[src/rtl/cu_sequencer.sv]
// cu_sequencer: microstep counter, one-hot CPU_state, stall and halt/resume control.
// Optional single-step debug port (step_mode/step_go) enabled by CU_SINGLE_STEP_EN.
module cu_sequencer #(
  parameter int STATES = 40,
  parameter int OPW    = 5
) (
  input  logic              clk,
  input  logic              rst,
  input  logic [OPW-1:0]    opcode,
  input  logic              COUNTER_LD,
  input  logic              COUNTER_INC,
  input  logic              COUNTER_CLR,
  input  logic              stall,
  input  logic              halt_req,
`ifdef CU_SINGLE_STEP_EN
  input  logic              step_mode,
  input  logic              step_go,
`endif
  output logic [STATES-1:0] CPU_state,
  output logic [5:0]        step_idx,
  output logic              instr_done,
  output logic              halted,
  output logic              illegal_op
);

  localparam logic [5:0]        NOP1 = 6'd3;
  localparam logic [5:0]        LAST = 6'(STATES - 1);
  localparam logic [STATES-1:0] ONE  = {{(STATES-1){1'b0}}, 1'b1};

  typedef enum logic [1:0] {
    RUN,
    HALT_PEND,
    HALTED
  } fsm_t;

  fsm_t       fsm;
  logic [5:0] start;
  logic       op_ok;
  logic [5:0] nxt;
  logic       retire;
  logic       bad_op;
  logic       at0;
  logic       proceed;
  logic       park;
  logic       resume;
  logic       smode;
  logic       go_rise;

`ifdef CU_SINGLE_STEP_EN
  logic go_q;

  always_ff @(posedge clk or posedge rst) begin
    if (rst) go_q <= 1'b0;
    else     go_q <= step_go;
  end

  assign smode   = step_mode;
  assign go_rise = step_go & ~go_q;
`else
  assign smode   = 1'b0;
  assign go_rise = 1'b0;
`endif

  always_comb begin
    start = NOP1;
    op_ok = 1'b1;
    case (opcode)
      OPW'(0):  start = 6'd3;
      OPW'(1):  start = 6'd4;
      OPW'(2):  start = 6'd5;
      OPW'(3):  start = 6'd7;
      OPW'(4):  start = 6'd9;
      OPW'(5):  start = 6'd13;
      OPW'(6):  start = 6'd17;
      OPW'(7):  start = 6'd21;
      OPW'(8):  start = 6'd22;
      OPW'(9):  start = 6'd23;
      OPW'(10): start = 6'd24;
      OPW'(11): start = 6'd25;
      OPW'(12): start = 6'd26;
      OPW'(13): start = 6'd28;
      OPW'(14): start = 6'd30;
      OPW'(15): start = 6'd32;
      OPW'(16): start = 6'd34;
      OPW'(17): start = 6'd36;
      OPW'(18): start = 6'd38;
      default:  op_ok = 1'b0;
    endcase
  end

  // nop1 has no strobes of its own, so step 3 returns to fetch1 unaided
  always_comb begin
    nxt    = step_idx;
    retire = 1'b0;
    bad_op = 1'b0;
    if (COUNTER_CLR || step_idx == NOP1) begin
      nxt    = 6'd0;
      retire = 1'b1;
    end else if (COUNTER_LD) begin
      nxt    = start;
      bad_op = ~op_ok;
    end else if (COUNTER_INC) begin
      nxt = (step_idx == LAST) ? 6'd0 : step_idx + 6'd1;
    end
  end

  assign at0     = (step_idx == 6'd0);
  assign proceed = (fsm == RUN && !(halt_req && at0)) ||
                   (fsm == HALT_PEND);
  assign park    = retire && (halt_req || smode);
  assign resume  = smode ? (go_rise & ~halt_req) : ~halt_req;

  always_ff @(posedge clk or posedge rst) begin
    if (rst) begin
      fsm        <= RUN;
      step_idx   <= 6'd0;
      CPU_state  <= ONE;
      instr_done <= 1'b0;
      halted     <= 1'b0;
      illegal_op <= 1'b0;
    end else if (stall) begin
      instr_done <= 1'b0;
      illegal_op <= 1'b0;
    end else begin
      instr_done <= proceed & retire;
      illegal_op <= proceed & bad_op;
      if (proceed) begin
        step_idx  <= nxt;
        CPU_state <= ONE << nxt;
      end
      unique case (fsm)
        RUN: begin
          if (halt_req && at0) begin
            fsm    <= HALTED;
            halted <= 1'b1;
          end else if (park) begin
            fsm    <= HALTED;
            halted <= 1'b1;
          end else if (halt_req) begin
            fsm <= HALT_PEND;
          end
        end
        HALT_PEND: begin
          if (park) begin
            fsm    <= HALTED;
            halted <= 1'b1;
          end else if (!halt_req) begin
            fsm <= RUN;
          end
        end
        HALTED: begin
          step_idx  <= 6'd0;
          CPU_state <= ONE;
          if (resume) begin
            fsm    <= RUN;
            halted <= 1'b0;
          end
        end
        default: begin
          fsm    <= RUN;
          halted <= 1'b0;
        end
      endcase
    end
  end

endmodule

[config.mk]
export PLATFORM = sky130hd
export DESIGN_NAME = cu_sequencer
export DESIGN_NICKNAME = d
export VERILOG_FILES = /design/src/rtl/cu_sequencer.sv
export SDC_FILE = /design/constraint.sdc
export NUM_CORES = 1
export LEC_CHECK = 0
export CAP_MARGIN = 25
export CORE_MARGIN = 5
export CORE_UTILIZATION = 54
export DETAILED_ROUTE_END_ITERATION = 16
export PLACE_DENSITY = 0.85
export SLEW_MARGIN = 20
export SYNTH_ARGS = -nofsm -noshare
export SYNTH_HDL_FRONTEND = slang
export SYNTH_SLANG_ARGS = --single-unit
[constraint.sdc]
create_clock -name clk -period 4.5 [get_ports clk]
set_input_delay 1.125 -clock clk [delete_from_list [all_inputs] [get_ports clk]]
set_output_delay 1.125 -clock clk [all_outputs]
set_load 0.03 [all_outputs]
==> impl_results.md, run 1 <==
- Share of cells above drive strength 1: 11.3%
- Placed cells: 361
- Die area: 6420 um2
- Total Power: 0.00121 W
- Predominant post-synthesis flop cell: dfrtp_1
- Slew Limit Fails: 0
- Unrepaired setup endpoints after global routing: no
- CTS tree: yes
- Row count: 25
- Num CTS Buffers: 5
- Non-filler cells, final: 369
- Comb pwr share: 32.2%
- Nets: 315
- Io pins: 61
- Largest stage delay, worst path: 0.81 ns
- Setup TNS: 0 ns
- Post-synthesis sequential area ratio: 48.1%
- Worst-case hold slack: 0.498 ns
- Critical-path cell list: clkdlybuf4s50_1 -> nand2b_1 -> o32ai_1 -> nand3_1 -> nor3_4 -> a32o_1
- Fmax: 0.288 GHz
- Clock Skew: 0.0131 ns
- Mapped Area: 2660 um2
- Top Family by Delay on Critical Path: simple AND/OR/NAND/NOR gates
- Vias/cell: 6.03
- Crit share post-route: 77.3%
- Hold EP: CPU_state[2]
- Post-synth EDFFs: 0
- Initial antenna violation count: 0
- Final count of hold timing violations: 0
- Post_cts resized: 0
- Initial drt markers: 266
- Vias in the first global route: 2161
- Yosys warns: 0
- #FFs+latches synth: 51
- Peak supply drop: 0.274 mV
- First-pass DRT Iterations: 4
- Clk pin slew, worst setup/hold paths: 0.09 ns
- CP required: 4.75 ns
- Type of the most critical hold path: flop to flop
- Later-pin clock latency in the skew report: 0.31 ns
- DP HPWL: 4690 um
- Port Buffers: 60
- P per Cell Area: 361 nW/um2
- Initial Utilization: 55.8%
- Syn_nets: 262
- FF-to-FF setup slack: 1.70 ns
- ANT nets after route: 0
- R2r startpoint: step_idx[0]
- Post-Route WL: 6710 um
- Critical Path End Type: flop
- # DRC: 0
- Leak pwr: 1.42 nW
- Worst Path Max Fanout: 14
- Hold Crit Start: CPU_state[2]
- Cells after synthesis: 248
- GPL Wtd Cong: 0.861
- DR WL/cell: 18.2 um
- Worst Setup Start Kind: input pin
- Hold path cells: 2
- First-pass GRT wire length: 11200 um
- CTS Root Cell: clkbuf_8
- Ys async rst share: 100%
- Status: finished, final reports clean
- CTS Sinks: 51
- Htree depth: 2
- Postcts setup bufs: 0
- Switching part of the total: 36.9%
- Worst Path Buf+Inv: 1
- N_diodes: 0
- Slew headroom: 43.9%
- Unique masters post-synth: 55
- Sequential power share: 44.6%
- Grt ovf: 0
- DR vias: 2226
- CTS max path bufs: 2
- Pint: 0.000767 W
- Avg Cell Area, Syn: 10.7 um2
- CP Data Arrival Time: 3.72 ns
- Switch Pwr: 0.000448 W
- MaxCap Viol Count: 0
- Clock share of power: 23.2%
- Area Growth Syn to Fin: 26.8%
- Core area: 4750 um2
- Maximum number of pins on one net before global-route repair: 52
- Die X: 80.1 um
- Die span in y: 80.1 um
- R2r endpoint: CPU_state[10]
- GRT Overall Usage: 22.4%
- Cts hold-fix bufs: 0
- CP Class: input pin to flop
- Worst slew pin tran: 0.841 ns
- R2R depth: 8
- # setup viols final: 0
- Fin crit period: 3.48 ns
- Slowest cell on the critical path: clkdlybuf4s50_1
==> power by group through the flow <==
stage,Sequential [W],Combinational [W],Clock [W]
2_1_floorplan,0.000595,0.000212,0
3_3_place_gp,0.000549,0.000383,0
3_5_place_dp,0.000550,0.000389,0
4_1_cts,0.000541,0.000391,0.000282
5_1_grt,0.000548,0.000420,0.000303
6_report,0.000542,0.000391,0.000281
==> state kept, by name, indices dropped and copies added (netlist names) <==
name / flops
step_idx: 6
instr_done: 1
fsm: 2
CPU_state: 40
halted: 1
illegal_op: 1
==> Yosys cell counts, types with 2 or more instances <==
| master | count | share of area (%) |
|---|---|---|
| a21o_1 | 3 | 0.85 |
| a21oi_1 | 10 | 1.9 |
| a22o_1 | 14 | 4.6 |
| a31oi_1 | 2 | 0.47 |
| a32o_1 | 20 | 7.5 |
| a32o_2 | 2 | 0.85 |
| and2_1 | 5 | 1.2 |
| and2b_1 | 3 | 0.85 |
| buf_2 | 9 | 1.7 |
| buf_4 | 3 | 0.85 |
| buf_6 | 2 | 0.85 |
| clkbuf_1 | 2 | 0.28 |
| dfrtp_1 | 50 | 47 |
| ha_1 | 2 | 0.94 |
| inv_1 | 9 | 1.3 |
| nand2_1 | 27 | 3.8 |
| nand2b_1 | 2 | 0.47 |
| nand3_1 | 5 | 0.94 |
| nand4_1 | 3 | 0.71 |
| nor2_1 | 13 | 1.8 |
| nor2b_1 | 2 | 0.47 |
| nor3_1 | 3 | 0.57 |
| nor3_2 | 2 | 0.75 |
| nor3_4 | 2 | 1.2 |
| nor3b_1 | 2 | 0.57 |
| nor3b_4 | 3 | 2.1 |
| o21a_1 | 2 | 0.57 |
| o21ai_0 | 7 | 1.3 |
| o21ai_1 | 11 | 2.1 |
| xnor2_1 | 2 | 0.66 |
| xor2_1 | 2 | 0.66 |
==> worst max path at each step <==
stage               slack (ns)  cells past startpoint            end   startpoint
floorplan                 1.75                      7  CPU_state[15]  COUNTER_INC
global placement          0.79                      6  CPU_state[22]   COUNTER_LD
detailed placement        0.73                      6  CPU_state[16]   COUNTER_LD
CTS                       1.04                      6  CPU_state[22]   COUNTER_LD
global route              0.85                      6  CPU_state[22]   COUNTER_LD
finish                    1.02                      6  CPU_state[22]   COUNTER_LD
==> area by class of cell <==
cell class,count,area [um2]
flip-flops and latches,51,1280
repair buffers,62,616
inverters,9,35.0
clock buffers,7,86.3
multi-input cells,172,1260
well taps,67,83.8
fillers,385,1390
clock inverters,1,8.76
==> worst reg2reg max path: stages, from the launching register on <==
cell and delay, ns:
dfrtp_1 0.48, ha_1 0.23, nor3b_4 0.34, nand4_2 0.19, a32oi_4 0.34, nor4bb_1 0.66
buf_4 0.26, and2_4 0.14, a22o_1 0.11
==> routing by layer <==
layer  vias to the layer above  wire, um  share of wire (%)  GRT usage (%)
met5                         -         0                  0              0
met4                         0        44               0.66           5.07
met3                         5       525                7.8           4.26
met2                       100      3160                 47           33.2
met1                      1090      2980                 44           33.8
li1                       1031         -                  -              -
==> through the flow <==
stage / area [um2] / setup WS [ns] / utilization [%]
CTS: 3370 / 1.04 / 70.8
global placement: 3270 / 0.786 / 68.8
global route: 3370 / 0.853 / 70.8
detailed placement: 3270 / 0.729 / 68.8
floorplan: 2660 / 1.75 / -
finish: 3370 / 1.02 / 70.8
==> cell usage in the layout, fill, tap and decap left out, drive strengths merged, types with 3 or more instances in the layout <==
cell | Yosys | layout
a21o | 3 | 3
a21oi | 11 | 11
a22o | 14 | 14
a32o | 22 | 22
and2 | 6 | 6
and2b | 3 | 3
clkbuf | 2 | 7
clkdlybuf4s50 | 0 | 60
dfrtp | 50 | 50
inv | 9 | 9
nand2 | 28 | 28
nand3 | 5 | 5
nand4 | 4 | 4
nor2 | 14 | 14
nor3 | 7 | 7
nor3b | 5 | 5
o21ai | 18 | 18
==> cells by family (layout without fill, tap and decap cells) <==
family	count (synthesis)	count (layout)	synth area share, %
adders and majority gates	2	2	0.942
DFF	51	51	48.1
xor gates and xnor gates	4	4	1.32
muxes	1	1	0.424
AOI/OAI and AO/OA	84	84	25.4
and+or+nand+nor	81	81	18.8
buffers and inverters	25	79	4.95
Power figures use the tool's default switching activity.
==> inputs of run 2 (changes only) <==
--- a/config.mk
+++ b/config.mk
@@ -7,9 +7,9 @@
 export LEC_CHECK = 0
 export CAP_MARGIN = 25
 export CORE_MARGIN = 5
-export CORE_UTILIZATION = 54
+export CORE_UTILIZATION = 45
 export DETAILED_ROUTE_END_ITERATION = 16
-export PLACE_DENSITY = 0.85
+export PLACE_DENSITY = 0.76
 export SLEW_MARGIN = 20
 export SYNTH_ARGS = -nofsm -noshare
 export SYNTH_HDL_FRONTEND = slang
==> constraint.sdc (replaced) <==
create_clock -name clk -period 3.1 [get_ports clk]
set_input_delay 0.775 -clock clk [delete_from_list [all_inputs] [get_ports clk]]
set_output_delay 0.775 -clock clk [all_outputs]
set_load 0.03 [all_outputs]
==> run 2 against run 1 <==
Net effect: clock skew is 0.0086 ns lower; non-clock buffer count is 18 higher; cell count increased by 7.0%; register-to-register slack got worse by 1.0 ns; design area is 5.1% higher; global-route usage down 2.8 points.
==> impl_results.md, run 2 (synthesized netlist as in run 1, its figures left out) <==
- Status: finished, final reports clean (unchanged)
- Hold path cells: 2 (unchanged)
- Leak pwr: 1.52 nW (was 1.42 nW)
- Post-route cell area: 3540 um2 (was 3370 um2)
- M1 WL: 3000 um (was 2980 um)
- Clock Skew: 0.00458 ns (was 0.0131 ns)
- Top Layer Used: met4 (unchanged)
- Post-placement cell area: 3440 um2 (was 3270 um2)
- Top flop regs: CPU_state (40), step_idx (6), fsm (2) (unchanged)
- Placed cells: 387 (was 361)
- Fillers: 521 (was 385)
- Type of the most critical hold path: flop to flop (unchanged)
- # DRC: 0 (unchanged)
- Max reg flops: 40 (unchanged)
- FF-to-FF setup slack: 0.66 ns (was 1.70 ns)
- Peak supply drop: 0.287 mV (was 0.274 mV)
- Most common cell after layout, fill and taps aside: clkdlybuf4s50_1 (unchanged)
- Postcts setup bufs: 0 (unchanged)
- Worst Setup Start Kind: input pin (unchanged)
- Nets: 333 (was 315)
- Io pins: 61 (unchanged)
- GPL Wtd Cong: 0.952 (was 0.861)
- Later-pin clock latency in the skew report: 0.31 ns (about the same)
- Hold Crit Start: CPU_state[1] (was CPU_state[2])
- Met2 routed WL: 3230 um (was 3160 um)
- Grt ovf: 0 (unchanged)
- R2r startpoint: step_idx[0] (unchanged)
- Num CTS Buffers: 5 (unchanged)
- Unrepaired setup endpoints after global routing: no (unchanged)
- GRT Overall Usage: 19.5% (was 22.4%)
- DR vias: 2277 (was 2226)
- Fin crit period: 2.81 ns
- Biggest register: CPU_state (unchanged)
- MaxCap Viol Count: 0 (unchanged)
- DP HPWL: 4900 um (was 4690 um)
- CP Data Arrival Time: 3.06 ns (was 3.72 ns)
- Post-Route WL: 6820 um (was 6710 um)
- Share of cells above drive strength 1: 16.6% (was 11.3%)
- CP Class: input pin to flop (unchanged)
- Die X: 86.8 um (was 80.1 um)
- Critical Path End Type: flop (unchanged)
- Fmax: 0.356 GHz
- R2r endpoint: CPU_state[10] (unchanged)
- Crit share post-route: 90.5%
- Die span in y: 86.8 um (was 80.1 um)
- CTS max path bufs: 2 (unchanged)
- Area Growth Syn to Fin: 33.2% (was 26.8%)
- First-pass DRT Iterations: 4 (unchanged)
- Post_cts resized: 0 (unchanged)
- Cts hold-fix bufs: 0 (unchanged)
- Initial Utilization: 45.7% (was 55.8%)
- Non-filler cells, final: 395 (was 369)
- CTS Sinks: 51 (unchanged)
- CP required: 3.35 ns (was 4.75 ns)
- Row count: 28 (was 25)
- Port Buffers: 60 (unchanged)
- R2R depth: 8 (unchanged)
- Worst Path Max Fanout: 12 (was 14)
- DR WL/cell: 17.3 um (was 18.2 um)
- Setup TNS: 0 ns (unchanged)
- Core area: 5820 um2 (was 4750 um2)
- Total Power: 0.00181 W (was 0.00121 W)
- Slew Limit Fails: 0 (unchanged)
- P per Cell Area: 511 nW/um2 (was 361 nW/um2)
- CTS Root Cell: clkbuf_8 (unchanged)
- Slew headroom: 61.0% (was 43.9%)
- ANT nets after route: 0 (unchanged)
- Final count of hold timing violations: 0 (unchanged)
- Layout Utilization: 60.8% (was 70.8%)
- First-pass GRT wire length: 11600 um (was 11200 um)
- N_diodes: 0 (unchanged)
- Initial antenna violation count: 0 (unchanged)
- Htree depth: 2 (unchanged)
- Die area: 7540 um2 (was 6420 um2)
- # setup viols final: 0 (unchanged)
- Vias in the first global route: 2308 (was 2161)
- Vias/cell: 5.76 (was 6.03)
- Worst slew pin tran: 0.585 ns (was 0.841 ns)
- Clk pin slew, worst setup/hold paths: 0.10 ns (was 0.09 ns)
- CTS tree: yes (unchanged)
- WL met3: 514 um (was 525 um)
- Hold EP: CPU_state[1] (was CPU_state[2])
- Initial drt markers: 182 (was 266)
- Most frequent cells in the layout: clkdlybuf4s50_1 (60), dfrtp_1 (50), nand2_1 (27) (unchanged)
- Maximum number of pins on one net before global-route repair: 48 (was 52)
-- run 2: changes by cell type in the layout (fill, tap and decap cells not counted) --
cell,delta
buf_12,+2
buf_4,+16
clkbuf_1,-1
inv_2,+1
-- run 2: through the flow --
| stage | setup slack (ns) | hold WS (ns) |
|---|---|---|
| floorplan | 0.698 | 0.542 |
| detailed placement | -0.0106 | 0.477 |
| CTS | 0.298 | 0.500 |
| finish | 0.293 | 0.499 |
| global placement | -0.0197 | 0.482 |
| global route | 0.126 | 0.518 |
-- run 2: how the worst max path moves through the flow --
stage,from,end,slack [ns]
global route,opcode[1],CPU_state[0],0.13
floorplan,COUNTER_INC,CPU_state[15],0.70
finish,opcode[1],CPU_state[5],0.29
global placement,COUNTER_LD,CPU_state[30],-0.02
detailed placement,opcode[1],CPU_state[5],-0.01
CTS,opcode[1],CPU_state[5],0.30
-- run 2: cell type report --
cell class | count | area (um2) | share of cell area, %
timing repair buffer | 80 | 776 | 21.9
inverter | 9 | 33.8 | 0.955
clock buffer | 6 | 82.6 | 2.33
tap | 75 | 93.8 | 2.65
clock inverter | 2 | 13.8 | 0.389
sequential | 51 | 1280 | 36.1
multi-input combinational | 172 | 1260 | 35.6
-- run 2: per-layer routing --
| layer | vias up | track usage [%] |
|---|---|---|
| li1 | 1070 | - |
| met1 | 1116 | 27.5 |
| met2 | 82 | 30.4 |
| met3 | 9 | 5.04 |
| met4 | 0 | 4.53 |
| met5 | - | 0 |
-- run 2: where the power goes --
group | switching (W) | leakage, nW | internal, W
clock network | 0.000231 | 0.0516 | 0.000183
logic | 0.000359 | 0.766 | 0.000247
registers | 0.0000683 | 0.698 | 0.000718
-- run 2: worst max-delay path: stages --
cell and delay, ns:
clkdlybuf4s50_1 0.72, nand2_1 0.13, nor2_1 0.12, o32ai_1 0.12, buf_4 0.17, a21boi_2 0.34, nor3b_4 0.45, a32o_2 0.23
